## src/rtl/override_monitor_pkg.sv

```systemverilog
// override_monitor_pkg
//
// Shared types and default constants for the override monitor.
//
// Contents:
//   DEF_*        default parameter values for override_monitor
//   mon_state_t  interval-tracking FSM states (IDLE, CAND, ACTIVE)
//   mon_event_t  event record layout {start, len, and_flag} at the default
//                widths. override_monitor packs its FIFO entries in the same
//                field order, using its own parameterised widths.
//   ptr_bits()   address width helper for power-of-two FIFO depths

package override_monitor_pkg;

    localparam int DEF_WIDTH   = 1;
    localparam int DEF_TS_W    = 16;
    localparam int DEF_LEN_W   = 12;
    localparam int DEF_MIN_CYC = 2;
    localparam int DEF_DEPTH   = 8;

    typedef enum logic [1:0] {
        IDLE   = 2'd0,
        CAND   = 2'd1,
        ACTIVE = 2'd2
    } mon_state_t;

    typedef struct packed {
        logic [DEF_TS_W-1:0]  start;
        logic [DEF_LEN_W-1:0] len;
        logic                 and_flag;
    } mon_event_t;

    // Address bits needed to index a power-of-two FIFO. Never returns less
    // than 1, so the wrap bit above it stays meaningful for small FIFOs.
    function automatic int ptr_bits(input int depth);
        int n;
        n = $clog2(depth);
        return (n < 1) ? 1 : n;
    endfunction

endpackage

```

## src/rtl/mon_event_fifo.sv

```systemverilog
// mon_event_fifo
//
// Generic synchronous FIFO with first-word fall-through output read
// directly from registered storage.
//
// Parameters:
//   DW     entry width
//   DEPTH  number of entries, power of two, at least 2
//
// Ports:
//   clk        rising-edge clock
//   rst        synchronous active-high reset; empties the FIFO and clears storage
//   push       write request
//   push_data  entry to write
//   full       all DEPTH entries occupied
//   pop        read request; the head advances when the FIFO is not empty
//   pop_data   current head entry (holds last value while empty)
//   empty      no entries stored
//
// A push while full is accepted only if a pop happens on the same cycle;
// otherwise it is silently ignored and the caller decides what that means.

module mon_event_fifo
    import override_monitor_pkg::*;
#(
    parameter int DW    = 8,
    parameter int DEPTH = 8
) (
    input  logic          clk,
    input  logic          rst,
    input  logic          push,
    input  logic [DW-1:0] push_data,
    output logic          full,
    input  logic          pop,
    output logic [DW-1:0] pop_data,
    output logic          empty
);

    localparam int AW = ptr_bits(DEPTH);

    logic [DW-1:0] mem [DEPTH];
    logic [AW:0]   wr_ptr;
    logic [AW:0]   rd_ptr;
    logic          do_pop;
    logic          do_push;

    // The extra top pointer bit distinguishes full from empty when the
    // address bits coincide.
    assign empty = (wr_ptr == rd_ptr);
    assign full  = (wr_ptr[AW] != rd_ptr[AW]) &&
                   (wr_ptr[AW-1:0] == rd_ptr[AW-1:0]);

    // When full, the slot being written is the one being read out this
    // cycle; the read sees the old contents and the write lands at the edge.
    assign do_pop  = pop && !empty;
    assign do_push = push && (!full || do_pop);

    // Storage is cleared on reset so the outputs read as zero afterwards.
    always_ff @(posedge clk) begin
        if (rst) begin
            wr_ptr <= '0;
            rd_ptr <= '0;
            for (int i = 0; i < DEPTH; i++) begin
                mem[i] <= '0;
            end
        end else begin
            if (do_push) begin
                mem[wr_ptr[AW-1:0]] <= push_data;
                wr_ptr              <= wr_ptr + 1'b1;
            end
            if (do_pop) begin
                rd_ptr <= rd_ptr + 1'b1;
            end
        end
    end

    assign pop_data = mem[rd_ptr[AW-1:0]];

endmodule

```

## src/rtl/override_monitor.sv

```systemverilog
// override_monitor
//
// Watches an observed net against its expected continuous-assignment value
// a|b. Runs of at least MIN_CYC consecutive mismatching samples are reported
// as override events {start timestamp, length} through a valid/ready FIFO.
//
// Optional feature macro: OVERRIDE_MONITOR_AND_CHECK_EN
//   defined   - each event also records whether obs equalled a&b on every
//               mismatching cycle of the interval (evt_and)
//   undefined - no tracking logic, evt_and is tied 0
//
// Ports:
//   clk        rising-edge clock
//   rst        synchronous active-high reset
//   a, b       operands of the monitored assignment (WIDTH bits)
//   obs        observed net value (WIDTH bits)
//   ovf_clr    clears the sticky overflow flag
//   active     an override is currently declared
//   evt_valid  event FIFO head is valid
//   evt_ready  consumer accepts the head
//   evt_start  timestamp of the first mismatching sample (TS_W bits)
//   evt_len    number of mismatching samples, saturating (LEN_W bits)
//   evt_and    override equalled a&b throughout (optional feature)
//   overflow   sticky: an event was dropped because the FIFO was full

module override_monitor
    import override_monitor_pkg::*;
#(
    parameter int WIDTH   = DEF_WIDTH,
    parameter int TS_W    = DEF_TS_W,
    parameter int LEN_W   = DEF_LEN_W,
    parameter int MIN_CYC = DEF_MIN_CYC,
    parameter int DEPTH   = DEF_DEPTH
) (
    input  logic             clk,
    input  logic             rst,
    input  logic [WIDTH-1:0] a,
    input  logic [WIDTH-1:0] b,
    input  logic [WIDTH-1:0] obs,
    input  logic             ovf_clr,
    output logic             active,
    output logic             evt_valid,
    input  logic             evt_ready,
    output logic [TS_W-1:0]  evt_start,
    output logic [LEN_W-1:0] evt_len,
    output logic             evt_and,
    output logic             overflow
);

`ifdef OVERRIDE_MONITOR_AND_CHECK_EN
    localparam int ENTRY_W = TS_W + LEN_W + 1;
`else
    localparam int ENTRY_W = TS_W + LEN_W;
`endif

    // In CAND, the sample that brings the count to MIN_CYC promotes to ACTIVE.
    localparam logic [LEN_W-1:0] CAND_LAST = LEN_W'(MIN_CYC - 1);
    localparam logic [LEN_W-1:0] LEN_MAX   = {LEN_W{1'b1}};

    logic [TS_W-1:0]    ts;
    logic               mis_q;
    logic [TS_W-1:0]    mis_ts;

    mon_state_t         state;
    mon_state_t         state_n;
    logic [LEN_W-1:0]   cnt;
    logic [LEN_W-1:0]   cnt_n;
    logic [TS_W-1:0]    start;
    logic [TS_W-1:0]    start_n;
    logic               push;

    logic [ENTRY_W-1:0] fifo_din;
    logic [ENTRY_W-1:0] fifo_dout;
    logic               fifo_full;
    logic               fifo_empty;
    logic               pop_ok;
    logic               drop;
    logic               ovf;

`ifdef OVERRIDE_MONITOR_AND_CHECK_EN
    logic               and_q;
    logic               and_ok;
    logic               and_ok_n;
`endif

    // Free-running timestamp plus the registered mismatch sample. The
    // timestamp of each sample travels with it so the FSM, one cycle later,
    // captures the time the mismatch was actually seen.
    always_ff @(posedge clk) begin
        if (rst) begin
            ts     <= '0;
            mis_q  <= 1'b0;
            mis_ts <= '0;
        end else begin
            ts     <= ts + 1'b1;
            mis_q  <= (obs != (a | b));
            mis_ts <= ts;
        end
    end

`ifdef OVERRIDE_MONITOR_AND_CHECK_EN
    // Registered alongside mis_q so both describe the same sample.
    always_ff @(posedge clk) begin
        if (rst) begin
            and_q <= 1'b0;
        end else begin
            and_q <= (obs == (a & b));
        end
    end
`endif

    // Interval FSM state and per-interval capture registers.
    always_ff @(posedge clk) begin
        if (rst) begin
            state <= IDLE;
            cnt   <= '0;
            start <= '0;
        end else begin
            state <= state_n;
            cnt   <= cnt_n;
            start <= start_n;
        end
    end

`ifdef OVERRIDE_MONITOR_AND_CHECK_EN
    always_ff @(posedge clk) begin
        if (rst) begin
            and_ok <= 1'b0;
        end else begin
            and_ok <= and_ok_n;
        end
    end
`endif

    // Next-state logic. cnt always holds the number of mismatching samples
    // seen in the current interval. The matching sample that closes an
    // ACTIVE interval returns to IDLE without starting a new one, so back to
    // back intervals are always separated by at least one matching sample.
    always_comb begin
        state_n  = state;
        cnt_n    = cnt;
        start_n  = start;
        push     = 1'b0;
`ifdef OVERRIDE_MONITOR_AND_CHECK_EN
        and_ok_n = and_ok;
`endif
        case (state)
            IDLE: begin
                if (mis_q) begin
                    start_n  = mis_ts;
                    cnt_n    = LEN_W'(1);
`ifdef OVERRIDE_MONITOR_AND_CHECK_EN
                    and_ok_n = and_q;
`endif
                    state_n  = (MIN_CYC == 1) ? ACTIVE : CAND;
                end
            end
            CAND: begin
                if (mis_q) begin
                    cnt_n    = cnt + 1'b1;
`ifdef OVERRIDE_MONITOR_AND_CHECK_EN
                    and_ok_n = and_ok & and_q;
`endif
                    if (cnt == CAND_LAST) begin
                        state_n = ACTIVE;
                    end
                end else begin
                    state_n = IDLE;
                end
            end
            ACTIVE: begin
                if (mis_q) begin
                    if (cnt != LEN_MAX) begin
                        cnt_n = cnt + 1'b1;
                    end
`ifdef OVERRIDE_MONITOR_AND_CHECK_EN
                    and_ok_n = and_ok & and_q;
`endif
                end else begin
                    push    = 1'b1;
                    state_n = IDLE;
                end
            end
            default: begin
                state_n = IDLE;
            end
        endcase
    end

    assign active = (state == ACTIVE);

`ifdef OVERRIDE_MONITOR_AND_CHECK_EN
    assign fifo_din = {start, cnt, and_ok};
`else
    assign fifo_din = {start, cnt};
`endif

    mon_event_fifo #(
        .DW    (ENTRY_W),
        .DEPTH (DEPTH)
    ) u_fifo (
        .clk       (clk),
        .rst       (rst),
        .push      (push),
        .push_data (fifo_din),
        .full      (fifo_full),
        .pop       (evt_ready),
        .pop_data  (fifo_dout),
        .empty     (fifo_empty)
    );

    // A push into a full FIFO is only lost when no pop frees a slot on the
    // same cycle; the FIFO itself accepts the simultaneous case.
    assign pop_ok = evt_ready && !fifo_empty;
    assign drop   = push && fifo_full && !pop_ok;

    // Sticky overflow: a drop takes priority over a coincident clear.
    always_ff @(posedge clk) begin
        if (rst) begin
            ovf <= 1'b0;
        end else if (drop) begin
            ovf <= 1'b1;
        end else if (ovf_clr) begin
            ovf <= 1'b0;
        end
    end

    assign overflow  = ovf;
    assign evt_valid = !fifo_empty;

`ifdef OVERRIDE_MONITOR_AND_CHECK_EN
    assign {evt_start, evt_len, evt_and} = fifo_dout;
`else
    assign {evt_start, evt_len} = fifo_dout;
    assign evt_and              = 1'b0;
`endif

endmodule

```

## config.mk

```make
export PLATFORM = sky130hd
export DESIGN_NAME = override_monitor
export DESIGN_NICKNAME = d
export VERILOG_FILES = /design/src/rtl/override_monitor_pkg.sv /design/src/rtl/mon_event_fifo.sv /design/src/rtl/override_monitor.sv
export SDC_FILE = /design/constraint.sdc
export NUM_CORES = 1
export LEC_CHECK = 0
export CAP_MARGIN = 20
export CORE_ASPECT_RATIO = 0.5
export CORE_MARGIN = 3
export CORE_UTILIZATION = 40
export DETAILED_ROUTE_END_ITERATION = 8
export PLACE_DENSITY = 0.56
export SKIP_CTS_REPAIR_TIMING = 1
export SLEW_MARGIN = 20
export SYNTH_ARGS = -nofsm -noshare
export SYNTH_HDL_FRONTEND = slang
export SYNTH_SLANG_ARGS = --single-unit
```

## constraint.sdc

```tcl
create_clock -name clk -period 2.7 [get_ports clk]
set_input_delay 0.54 -clock clk [delete_from_list [all_inputs] [get_ports clk]]
set_output_delay 0.54 -clock clk [all_outputs]
set_load 0.01 [all_outputs]
```

* Word-level counts from Yosys, hierarchy flattened
Memories as Yosys holds them, arrays and structs flattened. A register that Yosys moved wholly into a read port is not among the register bits. Cells that the tools add are included.
Word-level totals: memory bits (writable) 224, memories kept 1, bits of input ports 7, flip-flop bits (word level) 72, output and inout bits 32, word-level logic and storage cells 69
Memories:
- u_fifo.mem | depth 8, bits a word 28, read ports 1, clocked after memory_dff 1, write ports 8, line mon_event_fifo.sv:41 | logic [DW-1:0] mem [DEPTH];
Operators by class: bitwise logic cells 1, reduce and logical (&&, ||, !) cells 16, add/subtract/negate cells 4, equal/unequal tests 14, mux-type cells 24
Operators with widths (number):
- $mux W12 | 4
- $pmux W12 S3 | 1
- $mux W28 | 1
- $reduce_or A28 Y1 | 1
- $add A16 B1 Y16 const B | 1
- $add A12 B1 Y12 const B | 1
- $eq A12 B1 Y1 const B | 1
- $ne A12 B12 Y1 const B | 1
- $mux W1 | 10
- $mux W3 | 3
- $add A4 B1 Y4 const B | 2
- $mux W2 | 4
- $ne A2 B2 Y1 const B | 3
- $pmux W2 S3 | 1
- $logic_and A1 B1 Y1 | 5
- $reduce_and A5 Y1 | 1
- $eq A4 B4 Y1 | 1
- $ne A2 B1 Y1 const B | 2
- $eq A3 B3 Y1 | 1
- $logic_not A1 Y1 | 3
- $ne A3 B3 Y1 const B | 1
- $reduce_and A3 Y1 | 1
- $reduce_bool A3 Y1 | 1
- $eq A2 B1 Y1 const B | 1
- other kinds (7) | 8

* Logic depth before layout (Yosys ltp)
Gate-level depths: netlist (run 1).
word-level depth 10, mapped depth 8, depth with buffers taken out 6

* By module
Synthesis (run 1) repeated with hierarchy kept, for this count alone.
Unflattened totals: cell total of the unflattened synthesis 1029, area, all modules 13085.0 um^2
Modules (own cells, without submodules):
- mon_event_fifo | seq. area each 6946.7 um^2, instances 1, area an instance 10412.5 um^2, cells each 727
- override_monitor | seq. area each 1281.2 um^2, instances 1, area an instance 2672.6 um^2, cells each 302

* Least setup slack after synthesis (run 1)
No wires, ideal clock.
kind reg-to-reg, start point reg state[0], end point mem u_fifo.mem[1][0] (netlist name), enable pin, required time 2314 ps, cell stages (with the launch flop) 7, data arrival time 2109 ps, buffers on the path 1, clock period less this slack 2495 ps, slack 205 ps, setup time 386 ps, path through dfxtp_1 inv_1 ha_1 nor2b_1 clkbuf_1 a21boi_4 a41o_1
RTL lines:
- start, declared | line override_monitor.sv:64 | mon_state_t state;
- start signal, assigned | line override_monitor.sv:119 | state <= state_n;
- end, declared | line mon_event_fifo.sv:41

==> out/metrics.yaml, run 1 <==
status:
  status: "finished, final reports clean"
global_route:
  grt_overflow: 0
  antenna_found_initial: 0
  grt-busiest-layer: "met2"
  grt_max_degree: 57
  first_global_vias: 8177
  track_usage_pct: 18.4
  grt_util_met3_pct: 2.85
  grt_util_met2_pct: 28.6
  grt_pass1_wl_um: 48600
  use_met1_pct: 27.5
die:
  fp.coreArea_sq_mm: 0.0319
  dieHeight_um: 134
  die_w_um: 262
  start_util_pct: 40.9
  rows: 46
  dieArea_sq_mm: 0.0350
  io_pins: 39
routing:
  vias: 8212
  totalWireLength_um: 32600
  drt_pass1_iterations: 5
  drc: 0
  drt_iter0_drc: 951
  drt-vias-per-instance: 5.47
  wl_per_cell_um: 21.7
  ant_nets: 0
timing:
  hold_violations: 0
  max_slew_margin_pct: 47.9
  clock.fmax_mhz: 370
  rsz0062_at_grt: "true"
  min_period_over_period_pct: 100
  tightest_slew_ns: 0.779
  setup_violations: 0
  period_minus_slack_ns: 2.70
  drv_slew: 0
  finalClockSkew_ns: 0.0110
worst_hold_path:
  min_path_type: "reg2reg"
  hold_start: "mis_ts[12]"
finish:
  stdcell_count: 1502
  drive_gt1_share_pct: 20.8
  seq_area_sq_mm: 0.00823
  n_fill_cell: 2811
  n_antenna_cell: 0
  multi_input_area_sq_mm: 0.00445
  synthToLayoutAreaGrowth_pct: 16.0
  nets: 1064
cts:
  clk_latency_ns: 0.55
  path_clk_slew_ns: 0.06
  cts.sinks: 299
  cts_buffer_depth: 3
  cts_max_level: 1
  cts_root_buffer: "clkbuf_16"
  cts_tree: "built"
  cts_made_buffers: 28
power:
  power_density_mw_per_mm2: 641
  power_mw: 9.71
  p_leak_nw: 4.96
  ir_drop_v: 0.000401
yosys:
  yosysSeqAreaShare_pct: 63.0
  syn_inst: 1014
  ys.flop_type: "edfxtp_1"
  post_synth.cell_area_avg_sq_um: 12.9
  syn_area_sq_mm: 0.0131
  ys_types: 60
  yosys.area.top_type: "edfxtp_1"
  synth_warnings: 0
  netlist.area_leader.share_pct: 51.5
  ys_async_sr_fraction_pct: 0
  synth-edff-count: 224
  yosys-top-cells-area: "edfxtp_1 (52%), dfxtp_1 (11%), mux4_2 (9.7%)"
  synth_seq_cells: 299
  synth_fp_nets: 1030
critical_path:
  path_class: "reg2out"
  start_kind: "register"
  worst-endpoint-arrival_ns: 2.16
  path_max_fanout: 6
  worstSetupEndpointType: "output pin"
  worstPathRequired_ns: 2.16
  r2r-start: "state[0]"
run:
  cap_violations: 0
placed_design:
  gp_congestion: 0.770
  dpl.cell_count: 1441
  port-buffer-count: 37
  dp_hpwl_um: 18300
[per-stage QoR]
step,instance area [sq um],setup TNS [ns],setup WS (ns),hold WS [ns],utilization (%)
after global placement,14000,0,0.196,0.423,44.0
after detailed placement,14000,0,0.192,0.430,44.0
after floorplan,13100,0,0.205,0.417,-
after global routing,15200,-0.729,-0.0627,0.459,47.4
after CTS,14900,-9.66,-0.399,0.432,46.7
final,15200,0,0.000538,0.435,47.4
[cell families (layout without fill, tap and decap cells)]
| group | count (synthesis) | count (layout) | share of synthesized area [%] |
|---|---|---|---|
| flops | 299 | 299 | 63.0 |
| compound gates | 77 | 77 | 4.36 |
| simple gates | 435 | 435 | 14.0 |
| other cells | 1 | 1 | 0.0287 |
| mux | 89 | 89 | 12.5 |
| buf+inv | 87 | 143 | 3.91 |
| fa+ha+maj | 9 | 9 | 0.862 |
| xor+xnor | 17 | 17 | 1.31 |
[sequential cells by signal (all words and copies together) (netlist names), named ones only]
signal,cells
overflow,1
u_fifo.mem,224
start,16
u_fifo.wr_ptr,4
ts,16
mis_ts,16
mis_q,1
state,2
u_fifo.rd_ptr,4
cnt,12
[where the power goes]
part / internal (mW) / total, mW / switching (mW)
Combinational: 0.310 / 0.741 / 0.431
Clock: 2.18 / 3.86 / 1.68
Sequential: 5.06 / 5.12 / 0.0564
Total: 7.55 / 9.71 / 2.17
[cell usage in the layout, fill, tap and decap left out, types with 3 or more instances in the layout]
| master | netlist | layout |
|---|---|---|
| nand2_1 | 101 | 101 |
| inv_1 | 13 | 13 |
| clkbuf_2 | 1 | 11 |
| and4_4 | 3 | 3 |
| a211o_1 | 3 | 3 |
| edfxtp_1 | 224 | 224 |
| or3_1 | 4 | 4 |
| clkbuf_8 | 0 | 4 |
| a31o_2 | 3 | 3 |
| xor2_1 | 4 | 4 |
| o31ai_1 | 4 | 4 |
| nor2_2 | 1 | 3 |
| clkbuf_16 | 0 | 33 |
| o211ai_1 | 3 | 3 |
| mux4_2 | 56 | 56 |
| nand3_1 | 12 | 12 |
| nor2b_1 | 20 | 20 |
| xnor2_1 | 10 | 10 |
| dfxtp_1 | 75 | 72 |
| clkdlybuf4s50_1 | 0 | 8 |
| nand4_1 | 7 | 7 |
| xnor2_2 | 3 | 3 |
| nor2_1 | 255 | 253 |
| clkinv_2 | 0 | 5 |
| buf_6 | 8 | 18 |
| mux2_4 | 0 | 13 |
| clkbuf_1 | 20 | 11 |
| nor3_1 | 13 | 13 |
| ha_1 | 9 | 9 |
| o21ai_0 | 8 | 8 |
| a21oi_1 | 25 | 25 |
| a41o_1 | 6 | 6 |
| buf_12 | 0 | 20 |
| buf_4 | 27 | 12 |
| a32o_1 | 5 | 5 |
| mux2_2 | 31 | 18 |
| nor4_1 | 5 | 5 |
| o2111ai_4 | 0 | 4 |
[area by class of cell]
| class | count | area share, % |
|---|---|---|
| flip-flops and latches | 299 | 54.3 |
| repair buffers | 78 | 6.61 |
| multi-input cells | 628 | 29.3 |
| clock buffers | 44 | 5.42 |
| clock inverters | 8 | 0.413 |
| inverters | 13 | 0.322 |
| well taps | 432 | 3.57 |
[Yosys cell counts (6+ instances only)]
cell / number
buf_6: 8
nor2_1: 255
inv_1: 13
a21oi_1: 25
o21ai_0: 8
nor2b_1: 20
nand2_1: 101
a41o_1: 6
ha_1: 9
edfxtp_1: 224
clkbuf_1: 20
nand4_1: 7
mux2_2: 31
buf_4: 27
nand3_1: 12
dfxtp_1: 75
nor3_1: 13
buf_2: 17
xnor2_1: 10
mux4_2: 56
[critical path, cell delays in order (launching register included)]
cell,delay (ns)
dfxtp_4,0.37
buf_12,0.15
clkbuf_16,0.17
mux4_2,0.49
mux2_4,0.30
buf_6,0.12
[layer usage]
layer | vias to the layer above | wire length (um)
met5 | - | 0
met4 | 0 | 640
met3 | 50 | 2370
met2 | 285 | 14600
met1 | 4154 | 14900
li1 | 3723 | -
[worst paths after layout]
| path | cells after the start | endpoint | slack, ns |
|---|---|---|---|
| hold reg to reg | 2 | start[12] | 0.44 |
| setup reg to reg | 6 | u_fifo.mem[0][16] | 0.44 |
| hold / removal | 2 | start[12] | 0.44 |
| setup / recovery | 5 | evt_start[15] | 0.0005 |
Power figures use the tool's default switching activity.
==> run 2: changes to the inputs <==
--- a/config.mk
+++ b/config.mk
@@ -6,7 +6,7 @@
 export NUM_CORES = 1
 export LEC_CHECK = 0
 export CAP_MARGIN = 20
-export CORE_ASPECT_RATIO = 0.5
+export CORE_ASPECT_RATIO = 1.4
 export CORE_MARGIN = 3
 export CORE_UTILIZATION = 40
 export DETAILED_ROUTE_END_ITERATION = 8
==> out/metrics.yaml, run 2 (same netlist as run 1, synthesis figures left out) <==
timing:
  tns_ns: -1.04
  drv_slew: 0
  max_slew_margin_pct: 51.6
  setup_violations: 20
  clock.fmax_mhz: 353
  fin_ws_ns: -0.137
  period_minus_slack_ns: 2.84
  tightest_slew_ns: 0.724
  hold_violations: 0
  min_period_over_period_pct: 105
  rsz0062_at_grt: "true"
  holdWs_ns: 0.432
  finalClockSkew_ns: 0.0201
finish:
  final_cell_mix: "nor2_1 (253), edfxtp_1 (224), nand2_1 (101)"
  stdcell_count: 1519
  drive_gt1_share_pct: 21.6
  postLayoutCoreUtil_pct: 48.3
  final_common_cell: "nor2_1"
  fin_area_sq_mm: 0.0154
  nets: 1076
  top_register: "u_fifo.mem"
  largest_reg_flops: 224
  synthToLayoutAreaGrowth_pct: 17.9
critical_path:
  path_max_fanout: 5
  path_class: "reg2out"
  start_kind: "register"
  worstPathRequired_ns: 2.16
  worstSetupEndpointType: "output pin"
  worst-endpoint-arrival_ns: 2.30
status:
  status: "finished with violations"
  violations: "setup timing"
placed_design:
  dp_hpwl_um: 17100
  placed_area_sq_mm: 0.0141
  post-place-ws_ns: 0.149
  port-buffer-count: 37
  gp_congestion: 0.749
  dpl.cell_count: 1445
power:
  power.share.clock_pct: 41.9
  ir_drop_v: 0.000441
  p_int_mw: 7.88
  switching_power_mw: 2.22
  p_leak_nw: 5.16
  seqPwrFrac_pct: 50.7
  combPwrFrac_pct: 7.4
  switching_share_pct: 21.9
  power_mw: 10.1
  power_density_mw_per_mm2: 656
global_route:
  grt_pass1_wl_um: 47700
  first_global_vias: 8200
  grt_max_degree: 57
  grt_overflow: 0
  track_usage_pct: 17.7
  antenna_found_initial: 0
die:
  dieArea_sq_mm: 0.0349
  start_util_pct: 41.0
  rows: 77
  die_w_um: 159
  fp.coreArea_sq_mm: 0.0319
  io_pins: 39
  dieHeight_um: 220
cts:
  cts_tree: "built"
  cts_made_buffers: 30
  path_clk_slew_ns: 0.06
  cts_root_buffer: "clkbuf_16"
  cts_max_level: 1
  cts.sinks: 299
  cts_buffer_depth: 3
  clk_latency_ns: 0.56
routing:
  drc: 0
  totalWireLength_um: 31400
  drt_iter0_drc: 579
  wl_per_cell_um: 20.7
  vias: 8038
  drt_pass1_iterations: 4
  ant_nets: 0
  drt-vias-per-instance: 5.29
worst_hold_path:
  min_path_type: "reg2reg"
run:
  cap_violations: 0
==> run 2: cell count changes in the layout (fill, tap and decap cells not counted), moves of 3 or more <==
cell / delta
dlymetal6s2s_1: +8
buf_6: -11
buf_8: +6
buf_4: +8
clkbuf_8: +5
clkbuf_1: -4
clkbuf_16: +3
==> run 2: path summary, 6_finish.rpt <==
check | start | slack (ns) | end | cells past startpoint
worst max-delay path | register | -0.14 | evt_len[8] | 6
worst min register to register | mis_ts[4] | 0.43 | start[4] | 2
worst min-delay path | mis_ts[4] | 0.43 | start[4] | 2
worst max register to register | state[0] | 0.41 | u_fifo.mem[6][14] | 6
==> run 2: cell type report <==
class	count	area [sq um]
repair buffers	88	1110
diodes	1	2.50
flip-flops and latches	299	8230
inverters	13	48.8
multi-input cells	628	4450
clock inverters	8	66.3
well taps	434	543
fillers	2748	16500
clock buffers	48	951
==> run 2: layer usage <==
layer | part of all wire, % | track usage (%) | up-vias
met4 | 2.3 | 5.61 | 0
met2 | 50 | 30.8 | 220
met5 | 0 | 0 | -
li1 | - | - | 3750
met1 | 43 | 23.4 | 4023
met3 | 4.7 | 2.03 | 45
==> run 2: power by group through the flow <==
stage	logic (mW)	clock network (mW)	registers, mW
after floorplan	0.444	0	5.19
after global placement	0.728	0	5.21
after detailed placement	0.731	0	5.22
after CTS	0.732	4.31	5.12
after global routing	0.814	4.50	5.13
final	0.751	4.23	5.11
==> run 2: critical path: stages, from the launching register on <==
cell and delay, ns:
dfxtp_4 0.39, buf_4 0.15, buf_4 0.12, clkbuf_16 0.15, mux4_2 0.48, mux2_2 0.29, dlymetal6s2s_1 0.17
==> run 3: changes to the inputs <==
--- a/config.mk
+++ b/config.mk
@@ -12,7 +12,6 @@
 export DETAILED_ROUTE_END_ITERATION = 8
 export PLACE_DENSITY = 0.56
 export SKIP_CTS_REPAIR_TIMING = 1
-export SLEW_MARGIN = 20
 export SYNTH_ARGS = -nofsm -noshare
 export SYNTH_HDL_FRONTEND = slang
 export SYNTH_SLANG_ARGS = --single-unit
==> results of run 3 <==
Final layout, timing and power as in run 2 (identical DEF).
